`config.mk`:
```
export PLATFORM = sky130hd
export DESIGN_NAME = pic_seq_ctrl_flat
export DESIGN_NICKNAME = d
export VERILOG_FILES = /design/src/rtl/pic_pkg.sv /design/src/rtl/pic_seq_ctrl_if.sv /design/src/rtl/pic_ret_stack.sv /design/src/rtl/pic_seq_ctrl.sv /design/src/flat_wrapper.sv
export SDC_FILE = /design/constraint.sdc
export NUM_CORES = 1
export LEC_CHECK = 0
export CAP_MARGIN = 15
export CORE_MARGIN = 2
export CORE_UTILIZATION = 47
export DETAILED_ROUTE_END_ITERATION = 7
export GPL_ROUTABILITY_DRIVEN = 0
export GPL_TIMING_DRIVEN = 0
export PLACE_DENSITY = 0.77
export SLEW_MARGIN = 40
export SYNTH_ARGS = -nofsm -noshare
export SYNTH_HDL_FRONTEND = slang
export SYNTH_SLANG_ARGS = --single-unit
```
`constraint.sdc`:
```
create_clock -name clk -period 4 [get_ports clk]
set_input_delay 0.8 -clock clk [delete_from_list [all_inputs] [get_ports clk]]
set_output_delay 0.8 -clock clk [all_outputs]
set_load 0.05 [all_outputs]
```
`src/rtl/pic_pkg.sv`:
```
// Shared types and constants for the PIC-style control sequencer.
// Holds the FSM state encoding, control codes, opcodes and EXEC decode.
package pic_pkg;

    localparam int DEF_PC_W  = 11;
    localparam int DEF_IR_W  = 14;
    localparam int DEF_DEPTH = 8;

    typedef enum logic [2:0] {
        IDLE,
        FETCH_MAR,
        FETCH_PC,
        FETCH_IR,
        EXEC,
        FLUSH
    } state_t;

    typedef enum logic [2:0] {
        ALU_ADD  = 3'd0,
        ALU_SUB  = 3'd1,
        ALU_AND  = 3'd2,
        ALU_IOR  = 3'd3,
        ALU_XOR  = 3'd4,
        ALU_PASS = 3'd5
    } alu_op_t;

    typedef enum logic [1:0] {
        PC_INC   = 2'd0,
        PC_LIT   = 2'd1,
        PC_STACK = 2'd2,
        PC_RSVD  = 2'd3
    } pc_sel_t;

    localparam logic [5:0]  OP_MOVLW  = 6'h30;
    localparam logic [5:0]  OP_ADDLW  = 6'h3E;
    localparam logic [5:0]  OP_SUBLW  = 6'h3C;
    localparam logic [5:0]  OP_ANDLW  = 6'h39;
    localparam logic [5:0]  OP_IORLW  = 6'h38;
    localparam logic [5:0]  OP_XORLW  = 6'h3A;
    localparam logic [5:0]  OP_RETLW  = 6'h34;
    localparam logic [2:0]  OP_GOTO   = 3'b101;
    localparam logic [2:0]  OP_CALL   = 3'b100;
    localparam logic [13:0] IR_RETURN = 14'h0008;
    localparam logic [13:0] IR_NOP    = 14'h0000;

    typedef struct packed {
        logic    load_w;
        logic    load_pc;
        pc_sel_t pc_sel;
        alu_op_t alu_op;
        logic    push;
        logic    pop;
        logic    illegal;
    } exec_t;

    // Map an instruction word to its EXEC-cycle actions.
    function automatic exec_t decode(input logic [DEF_IR_W-1:0] ir);
        exec_t d;
        d = '0;
        unique case (1'b1)
            (ir[13:8] == OP_MOVLW): begin
                d.load_w = 1'b1;
                d.alu_op = ALU_PASS;
            end
            (ir[13:8] == OP_ADDLW): begin
                d.load_w = 1'b1;
                d.alu_op = ALU_ADD;
            end
            (ir[13:8] == OP_SUBLW): begin
                d.load_w = 1'b1;
                d.alu_op = ALU_SUB;
            end
            (ir[13:8] == OP_ANDLW): begin
                d.load_w = 1'b1;
                d.alu_op = ALU_AND;
            end
            (ir[13:8] == OP_IORLW): begin
                d.load_w = 1'b1;
                d.alu_op = ALU_IOR;
            end
            (ir[13:8] == OP_XORLW): begin
                d.load_w = 1'b1;
                d.alu_op = ALU_XOR;
            end
            (ir[13:11] == OP_GOTO): begin
                d.load_pc = 1'b1;
                d.pc_sel  = PC_LIT;
            end
            (ir[13:11] == OP_CALL): begin
                d.load_pc = 1'b1;
                d.pc_sel  = PC_LIT;
                d.push    = 1'b1;
            end
            (ir == IR_RETURN): begin
                d.load_pc = 1'b1;
                d.pc_sel  = PC_STACK;
                d.pop     = 1'b1;
            end
            (ir[13:8] == OP_RETLW): begin
                d.load_pc = 1'b1;
                d.pc_sel  = PC_STACK;
                d.pop     = 1'b1;
                d.load_w  = 1'b1;
                d.alu_op  = ALU_PASS;
            end
            (ir == IR_NOP): begin
                d.illegal = 1'b0;
            end
            default: begin
                d.illegal = 1'b1;
            end
        endcase
        return d;
    endfunction

endpackage

```
`src/rtl/pic_seq_ctrl_if.sv`:
```
// Sequencer <-> datapath bundle: status in, load strobes and selects out.
// master is the sequencer side, slave is the datapath side.
interface pic_seq_ctrl_if
    import pic_pkg::*;
#(
    parameter int PC_W = DEF_PC_W,
    parameter int IR_W = DEF_IR_W
);

    logic            run;
    logic            rom_ack;
    logic [IR_W-1:0] ir;
    logic [PC_W-1:0] pc_value;
    logic            load_mar;
    logic            load_pc;
    logic [1:0]      pc_sel;
    logic [PC_W-1:0] stack_top;
    logic            load_ir;
    logic            rom_req;
    logic            load_w;
    logic [2:0]      alu_op;
    logic            illegal_op;
    logic            stack_ovf;
    logic            busy;

    modport master (
        input  run, rom_ack, ir, pc_value,
        output load_mar, load_pc, pc_sel,
        output stack_top, load_ir, rom_req,
        output load_w, alu_op, illegal_op,
        output stack_ovf, busy
    );

    modport slave (
        output run, rom_ack, ir, pc_value,
        input  load_mar, load_pc, pc_sel,
        input  stack_top, load_ir, rom_req,
        input  load_w, alu_op, illegal_op,
        input  stack_ovf, busy
    );

endinterface

```
`src/rtl/pic_ret_stack.sv`:
```
// Circular return-address stack for CALL/RETURN/RETLW.
// Overflow and underflow wrap, and latch a sticky ovf flag.
module pic_ret_stack
    import pic_pkg::*;
#(
    parameter int PC_W  = DEF_PC_W,
    parameter int DEPTH = DEF_DEPTH
) (
    input  logic            clk,
    input  logic            reset,
    input  logic            push,
    input  logic            pop,
    input  logic [PC_W-1:0] push_data,
    output logic [PC_W-1:0] top,
    output logic            ovf
);

    localparam int SP_W  = $clog2(DEPTH);
    localparam int CNT_W = SP_W + 1;

    logic [PC_W-1:0]  mem [DEPTH];
    logic [SP_W-1:0]  sp;
    logic [SP_W-1:0]  sp_prev;
    logic [CNT_W-1:0] count;

    assign sp_prev = sp - SP_W'(1);
    assign top     = mem[sp_prev];

    // Pointer, occupancy and entries move on the datapath's falling edge.
    always_ff @(negedge clk or posedge reset) begin
        if (reset) begin
            sp    <= '0;
            count <= '0;
            ovf   <= 1'b0;
            for (int i = 0; i < DEPTH; i++) begin
                mem[i] <= '0;
            end
        end else if (push) begin
            mem[sp] <= push_data;
            sp      <= sp + SP_W'(1);
            if (count == CNT_W'(DEPTH)) begin
                ovf <= 1'b1;
            end else begin
                count <= count + CNT_W'(1);
            end
        end else if (pop) begin
            sp <= sp_prev;
            if (count == '0) begin
                ovf <= 1'b1;
            end else begin
                count <= count - CNT_W'(1);
            end
        end
    end

endmodule

```
`src/rtl/pic_seq_ctrl.sv`:
```
// Fetch/execute sequencer driving every datapath load strobe.
// Adds ROM ready wait, run gating and stack-based control flow.
module pic_seq_ctrl
    import pic_pkg::*;
#(
    parameter int PC_W        = DEF_PC_W,
    parameter int IR_W        = DEF_IR_W,
    parameter int STACK_DEPTH = DEF_DEPTH
) (
    input  logic          clk,
    input  logic          reset,
    pic_seq_ctrl_if.master bus
);

    state_t          state;
    state_t          state_next;
    exec_t           dec;
    logic [IR_W-1:0] ir_cur;
    logic            in_exec;

    assign ir_cur  = bus.ir;
    assign dec     = decode(DEF_IR_W'(ir_cur));
    assign in_exec = (state == EXEC);

    pic_ret_stack #(
        .PC_W  (PC_W),
        .DEPTH (STACK_DEPTH)
    ) u_stack (
        .clk       (clk),
        .reset     (reset),
        .push      (in_exec && dec.push),
        .pop       (in_exec && dec.pop),
        .push_data (bus.pc_value),
        .top       (bus.stack_top),
        .ovf       (bus.stack_ovf)
    );

    // State register, falling edge like the rest of the datapath.
    always_ff @(negedge clk or posedge reset) begin
        if (reset) begin
            state <= IDLE;
        end else begin
            state <= state_next;
        end
    end

    // Next state: fixed fetch sequence, ROM wait and run gate.
    always_comb begin
        state_next = state;
        unique case (state)
            IDLE:      if (bus.run) state_next = FETCH_MAR;
            FETCH_MAR: state_next = FETCH_PC;
            FETCH_PC:  state_next = FETCH_IR;
            FETCH_IR:  if (bus.rom_ack) state_next = EXEC;
            EXEC:      state_next = FLUSH;
            FLUSH: begin
                if (bus.run) begin
                    state_next = FETCH_MAR;
                end else begin
                    state_next = IDLE;
                end
            end
            default:   state_next = IDLE;
        endcase
    end

    // Strobes per state; EXEC takes its actions from the decoded IR.
    always_comb begin
        bus.load_mar   = 1'b0;
        bus.load_pc    = 1'b0;
        bus.pc_sel     = PC_INC;
        bus.load_ir    = 1'b0;
        bus.rom_req    = 1'b0;
        bus.load_w     = 1'b0;
        bus.alu_op     = ALU_ADD;
        bus.illegal_op = 1'b0;
        bus.busy       = (state != IDLE);
        unique case (state)
            FETCH_MAR: bus.load_mar = 1'b1;
            FETCH_PC: begin
                bus.load_pc = 1'b1;
                bus.pc_sel  = PC_INC;
            end
            FETCH_IR: begin
                bus.rom_req = 1'b1;
                bus.load_ir = bus.rom_ack;
            end
            EXEC: begin
                bus.load_w     = dec.load_w;
                bus.alu_op     = dec.alu_op;
                bus.load_pc    = dec.load_pc;
                bus.pc_sel     = dec.pc_sel;
                bus.illegal_op = dec.illegal;
            end
            default: begin
                bus.busy = (state != IDLE);
            end
        endcase
    end

endmodule

```
`src/flat_wrapper.sv`:
```
// flat-port wrapper written by rule: the top's interface ports become plain ports
module pic_seq_ctrl_flat import pic_pkg::*;
#(
    parameter int PC_W        = DEF_PC_W,
    parameter int IR_W        = DEF_IR_W,
    parameter int STACK_DEPTH = DEF_DEPTH
)
  (clk, reset, bus_run, bus_rom_ack, bus_ir, bus_pc_value, bus_load_mar, bus_load_pc, bus_pc_sel, bus_stack_top, bus_load_ir, bus_rom_req, bus_load_w, bus_alu_op, bus_illegal_op, bus_stack_ovf, bus_busy);
  pic_seq_ctrl_if #(.PC_W(PC_W), .IR_W(IR_W)) bus_i ();
  input  logic clk;
  input  logic reset;
  input wire logic [$bits(bus_i.run)-1:0] bus_run;
  input wire logic [$bits(bus_i.rom_ack)-1:0] bus_rom_ack;
  input wire logic [$bits(bus_i.ir)-1:0] bus_ir;
  input wire logic [$bits(bus_i.pc_value)-1:0] bus_pc_value;
  output wire logic [$bits(bus_i.load_mar)-1:0] bus_load_mar;
  output wire logic [$bits(bus_i.load_pc)-1:0] bus_load_pc;
  output wire logic [$bits(bus_i.pc_sel)-1:0] bus_pc_sel;
  output wire logic [$bits(bus_i.stack_top)-1:0] bus_stack_top;
  output wire logic [$bits(bus_i.load_ir)-1:0] bus_load_ir;
  output wire logic [$bits(bus_i.rom_req)-1:0] bus_rom_req;
  output wire logic [$bits(bus_i.load_w)-1:0] bus_load_w;
  output wire logic [$bits(bus_i.alu_op)-1:0] bus_alu_op;
  output wire logic [$bits(bus_i.illegal_op)-1:0] bus_illegal_op;
  output wire logic [$bits(bus_i.stack_ovf)-1:0] bus_stack_ovf;
  output wire logic [$bits(bus_i.busy)-1:0] bus_busy;
  assign bus_i.run = bus_run;
  assign bus_i.rom_ack = bus_rom_ack;
  assign bus_i.ir = bus_ir;
  assign bus_i.pc_value = bus_pc_value;
  assign bus_load_mar = bus_i.load_mar;
  assign bus_load_pc = bus_i.load_pc;
  assign bus_pc_sel = bus_i.pc_sel;
  assign bus_stack_top = bus_i.stack_top;
  assign bus_load_ir = bus_i.load_ir;
  assign bus_rom_req = bus_i.rom_req;
  assign bus_load_w = bus_i.load_w;
  assign bus_alu_op = bus_i.alu_op;
  assign bus_illegal_op = bus_i.illegal_op;
  assign bus_stack_ovf = bus_i.stack_ovf;
  assign bus_busy = bus_i.busy;
  pic_seq_ctrl #(.PC_W(PC_W), .IR_W(IR_W), .STACK_DEPTH(STACK_DEPTH)) u_core (.clk(clk), .reset(reset), .bus(bus_i));
endmodule
```
# Word level (Yosys, flattened, before mapping)
# Index checks and enable logic that the tools add are counted.
word_totals:
  out_inout_bits: 24
  word_cells: 93
  inputBits: 29
  ramBits: 0
  latchBits: 0
  romBits: 0
  register_bits: 99
  memories: 0
classes:
  n_div: 0
  reduce_logical: 17
  n_bitwise: 2
  add_sub_neg: 4
  magnitude_cmp: 3
  n_shift: 0
  muxes: 34
  eq_ne: 21
  mul: 0
op_table:
  columns: ["cell", "n"]
  rows:
  - ["$bwmux 88", 1]
  - ["$eq 6x6->1 const B", 7]
  - ["$bmux 11 s3", 1]
  - ["$demux 11 s3", 1]
  - ["$mux 11", 3]
  - ["$pmux 3 s6", 1]
  - ["$mux 4", 4]
  - ["$mux 3", 5]
  - ["$pmux 3 s5", 1]
  - ["$eq 14x4->1 const B", 1]
  - ["$logic_not 14->1", 1]
  - ["$mux 1", 14]
  - ["$eq 3x3->1 const B", 4]
  - ["$reduce_or 11->1", 1]
  - ["$ge 4x4->1 const B", 2]
  - ["$ne 2x2->1 const B", 4]
  - ["$not 3->4", 2]
  - ["$reduce_or 7->1", 1]
  - ["$eq 3x2->1 const B", 2]
  - ["$pmux 3 s2", 1]
  - ["$reduce_and 3->1", 2]
  - ["$reduce_or 2->1", 3]
  - ["$add 4x1->4 const B", 1]
  - ["$eq 4x4->1 const B", 1]
  - ["other kinds (14)", 17]

# Logic depth before layout (Yosys ltp)
# Gate-level depths: netlist of run 1.
logic_depth:
  word_depth: 6
  mapped_depth: 10
  depth_no_buf: 9

# Cells and area by module
# From an unflattened synthesis of run 1, not the netlist that was laid out.
unflattened:
  cells_unflattened: 339
  area_unflattened_um2: 4999.8
modules_own_cells:
  columns: ["mod", "cells_per_inst", "seq_area_each_um2", "area_each_um2", "n_inst"]
  rows:
  - ["pic_ret_stack", 279, 2402.3, 4584.4, 1]
  - ["pic_seq_ctrl", 60, 75.1, 415.4, 1]

==> metrics.cfg, run 1 <==
[pwr]
total_power_uw=3536
irDropWorstVdd_uv=501.9
power_density_nw_per_um2=471.0
power_leakage_uw=0.003549

[status]
run_status=complete, but fails checks
failed_checks=setup timing

[global_routing]
grt_pass1_vias=3695
grt_first_pass_wirelength_um=20840
antenna_found_initial=0
grt-ovfl-total=0
grt.total_usage=0.2413
grt_max_degree=28

[sta]
finalWorstSetupSlack_ns=-1.252
finalSetupTns_ns=-26.23
setup_viol_count_final=84
skew_ns=0.006454
number_of_max_slew_violations_in_the_final_report=0
tightest_slew_ns=0.7524
final_hold_viol_count=0
relSlewSlack=0.4945
rsz0062_at_grt=true

[cells_and_area]
flow.area_growth_from_synthesis_pct=47.75
layout.cells.most_common_list=dfrtn_1, mux2_4, buf_4, buf_6, mux4_2
final_common_cell=dfrtn_1
postLayoutCoreUtil=0.7207
antennaDiodeCount=0
nNetsFinal=501
n_fill_cell=613
final_area_um2=7507
layout-drive-gt1-share=0.6773

[routing]
wire_per_inst_um=22.75
detailroute.via_count=3391
ant_nets=0
met3WireLength_um=643
drtIter0Drc=121
route.detailed.drc=0
routed.top_layer=met4
met1_length_um=5842
route.final.wire_length_um=13810
first_pass_iters=4
avgViaCountPerCell=5.586
wl_met2_um=6908

[floorplan]
core_box_area_um2=10420
floorplan.die.height_um=108.0
placementRows=37
num_io_pins=53
initial_utilization=0.4878
design.die.area_um2=11660
horizontal_die_dimension_um=108.0

[worst_setup_path]
worst_ep_arrival_time_ns=4.45
critPathRequiredTime_ns=3.20
timing.setup.critical_path_class=reg2out
worst_setup_path_startpoint=u_core.u_stack.sp[0]
r2r-start=u_core.state[2]
critical_path.max_fanout=5
cp-end-kind=output port
critPathLaunchType=flip-flop

[logic_synthesis]
synth_top_family_by_area=multiplexers
synth_seq_cells=99
post_synth_and_or_nand_nor_area_fraction=0.07880
yosysWarnings=0
synthXorXnorAreaFrac=0.008619
yosysUniqueCellTypes=44
count_of_flip_flops_with_a_built_in_enable_after_synthesis=0
synthesis.area_um2=5081
complex_gate_fraction_of_the_synthesized_area=0.03177
post_synth_mux_area_share=0.3487
async_reset_ff_frac=1.000
postSynthCellCount=331
yosys_most_used_dff=dfrtn_1
post_synthesis_net_count=365
syn_avg_cell_area_um2=15.35
synth-adder-area-share=0.01379
seq_area_frac_synth=0.4876

[worst_hold_path]
hold_path.startpoint=u_core.u_stack.ovf
hold_class=reg2reg

[placed_design]
pre_cts_slack_ns=-1.674
placed_cell_area_um2=6241
port_buffer_count=52
detailedPlacementHpwl_um=7251

[clocking]
numCtsBuffers=9
tritoncts=built
insertion_delay_ns=0.36
h_tree_levels=3
clkSlewWorstSetupHoldPaths_ns=0.06
numClockSinks=99
clock_tree.buffer_depth=2
clock-root-buffer=clkbuf_8

[flow_run]
max_cap_violations=0

[metrics by stage]
stage / instances / hold WS (ns)
3_5_place_dp: 523 / 0.4269
5_1_grt: 607 / 0.4582
3_3_place_gp: 519 / 0.4129
2_1_floorplan: 331 / 0.4003
6_report: 607 / 0.4386
4_1_cts: 590 / 0.4385
[sequential cells by signal (all words and copies together), names as in the netlist]
register              flops
u_core.u_stack.ovf        1
u_core.state              3
u_core.u_stack.sp         3
u_core.u_stack.count      4
u_core.u_stack.mem       88
[timing repair]
item,CTS,global route
setup buffers,48,24
cloned,7,0
resized for setup,297,41
endpoints found under the setup margin,120,116
pin swaps,21,26
hold buffers,0,0
hold endpoints to repair,0,0
[metal layers]
layer | GRT usage | vias up
met5 | 0 | -
met4 | 0.08700 | 0
met3 | 0.04943 | 40
met2 | 0.3832 | 86
met1 | 0.3313 | 1756
li1 | - | 1509
[power by group]
group          internal (µW)  switching [µW]  leakage (µW)  total (µW)
combinational            841             808       0.00209        1650
clock                    307             364      0.000100         671
sequential              1120            92.1       0.00136        1220
total                   2270            1260       0.00355        3540
[layout make-up]
cell class	instances	area, µm²	area share
buffer	16	257.7	0.03433
clock buffer	10	137.6	0.01833
clock inverter	5	62.56	0.008333
inverter	6	35.03	0.004667
multi-input combinational	207	3007	0.4005
sequential	99	2477	0.3300
tap	136	170.2	0.02267
timing repair buffer	127	1353	0.1802
timing repair inverter	1	7.507	0.001000
[logic make-up after synthesis]
kind of cell / count (synthesis)
adders and majority gates: 5
muxes: 122
buffers and inverters: 25
DFF: 99
AOI/OAI and AO/OA: 24
xor gates and xnor gates: 5
and+or+nand+nor: 51
[critical path, stage by stage (launching register included)]
cell and delay [ns]:
dfrtn_1 0.49, buf_12 0.14, clkinvlp_4 0.10, ha_4 0.35, clkbuf_16 0.17, buf_8 0.11, mux4_2 0.28, mux2_4 0.28
buf_6 0.15
[final timing paths]
kind                                                 to  slack (ns)  depth (start not counted)
min in group asynchronous         u_core.u_stack.mem[4]        2.70                          2
max in group asynchronous        u_core.u_stack.mem[67]        0.59                          4
worst max-delay path                   bus_stack_top[8]       -1.25                          8
worst min-delay path                 u_core.u_stack.ovf        0.44                          1
worst min register to register       u_core.u_stack.ovf        0.44                          1
worst max register to register  u_core.u_stack.count[3]        1.05                         16
[synth_stat cells, types with 2 or more instances]
cell type	number	area [µm²]
dfrtn_1	99	2477
mux2_2	60	675.7
mux2_4	40	600.6
mux4_2	22	495.5
nand2_1	8	30.03
nor2_1	7	26.28
nor3_1	7	35.03
buf_2	5	25.02
buf_4	5	37.54
buf_6	5	56.30
inv_1	5	18.77
ha_1	4	50.05
nand3_1	4	20.02
nor4_4	4	85.08
o21ai_0	4	20.02
o31ai_1	4	30.03
xnor2_1	4	35.03
a21oi_1	3	15.01
a31oi_1	3	18.77
clkbuf_1	3	11.26
nand2b_1	3	18.77
nand4_4	3	63.81
nor2b_1	3	18.77
and2_1	2	12.51
and3_1	2	12.51
o21bai_1	2	15.01
o22ai_1	2	12.51
or4_1	2	15.01
No activity file was read; power rests on OpenSTA's default activity.
==> run 2, diff against run 1 <==
- HOLD_SLACK_MARGIN: not set -> 0.02
==> results of run 2 <==
The final DEF is identical to that of run 1; final timing and power are the same.
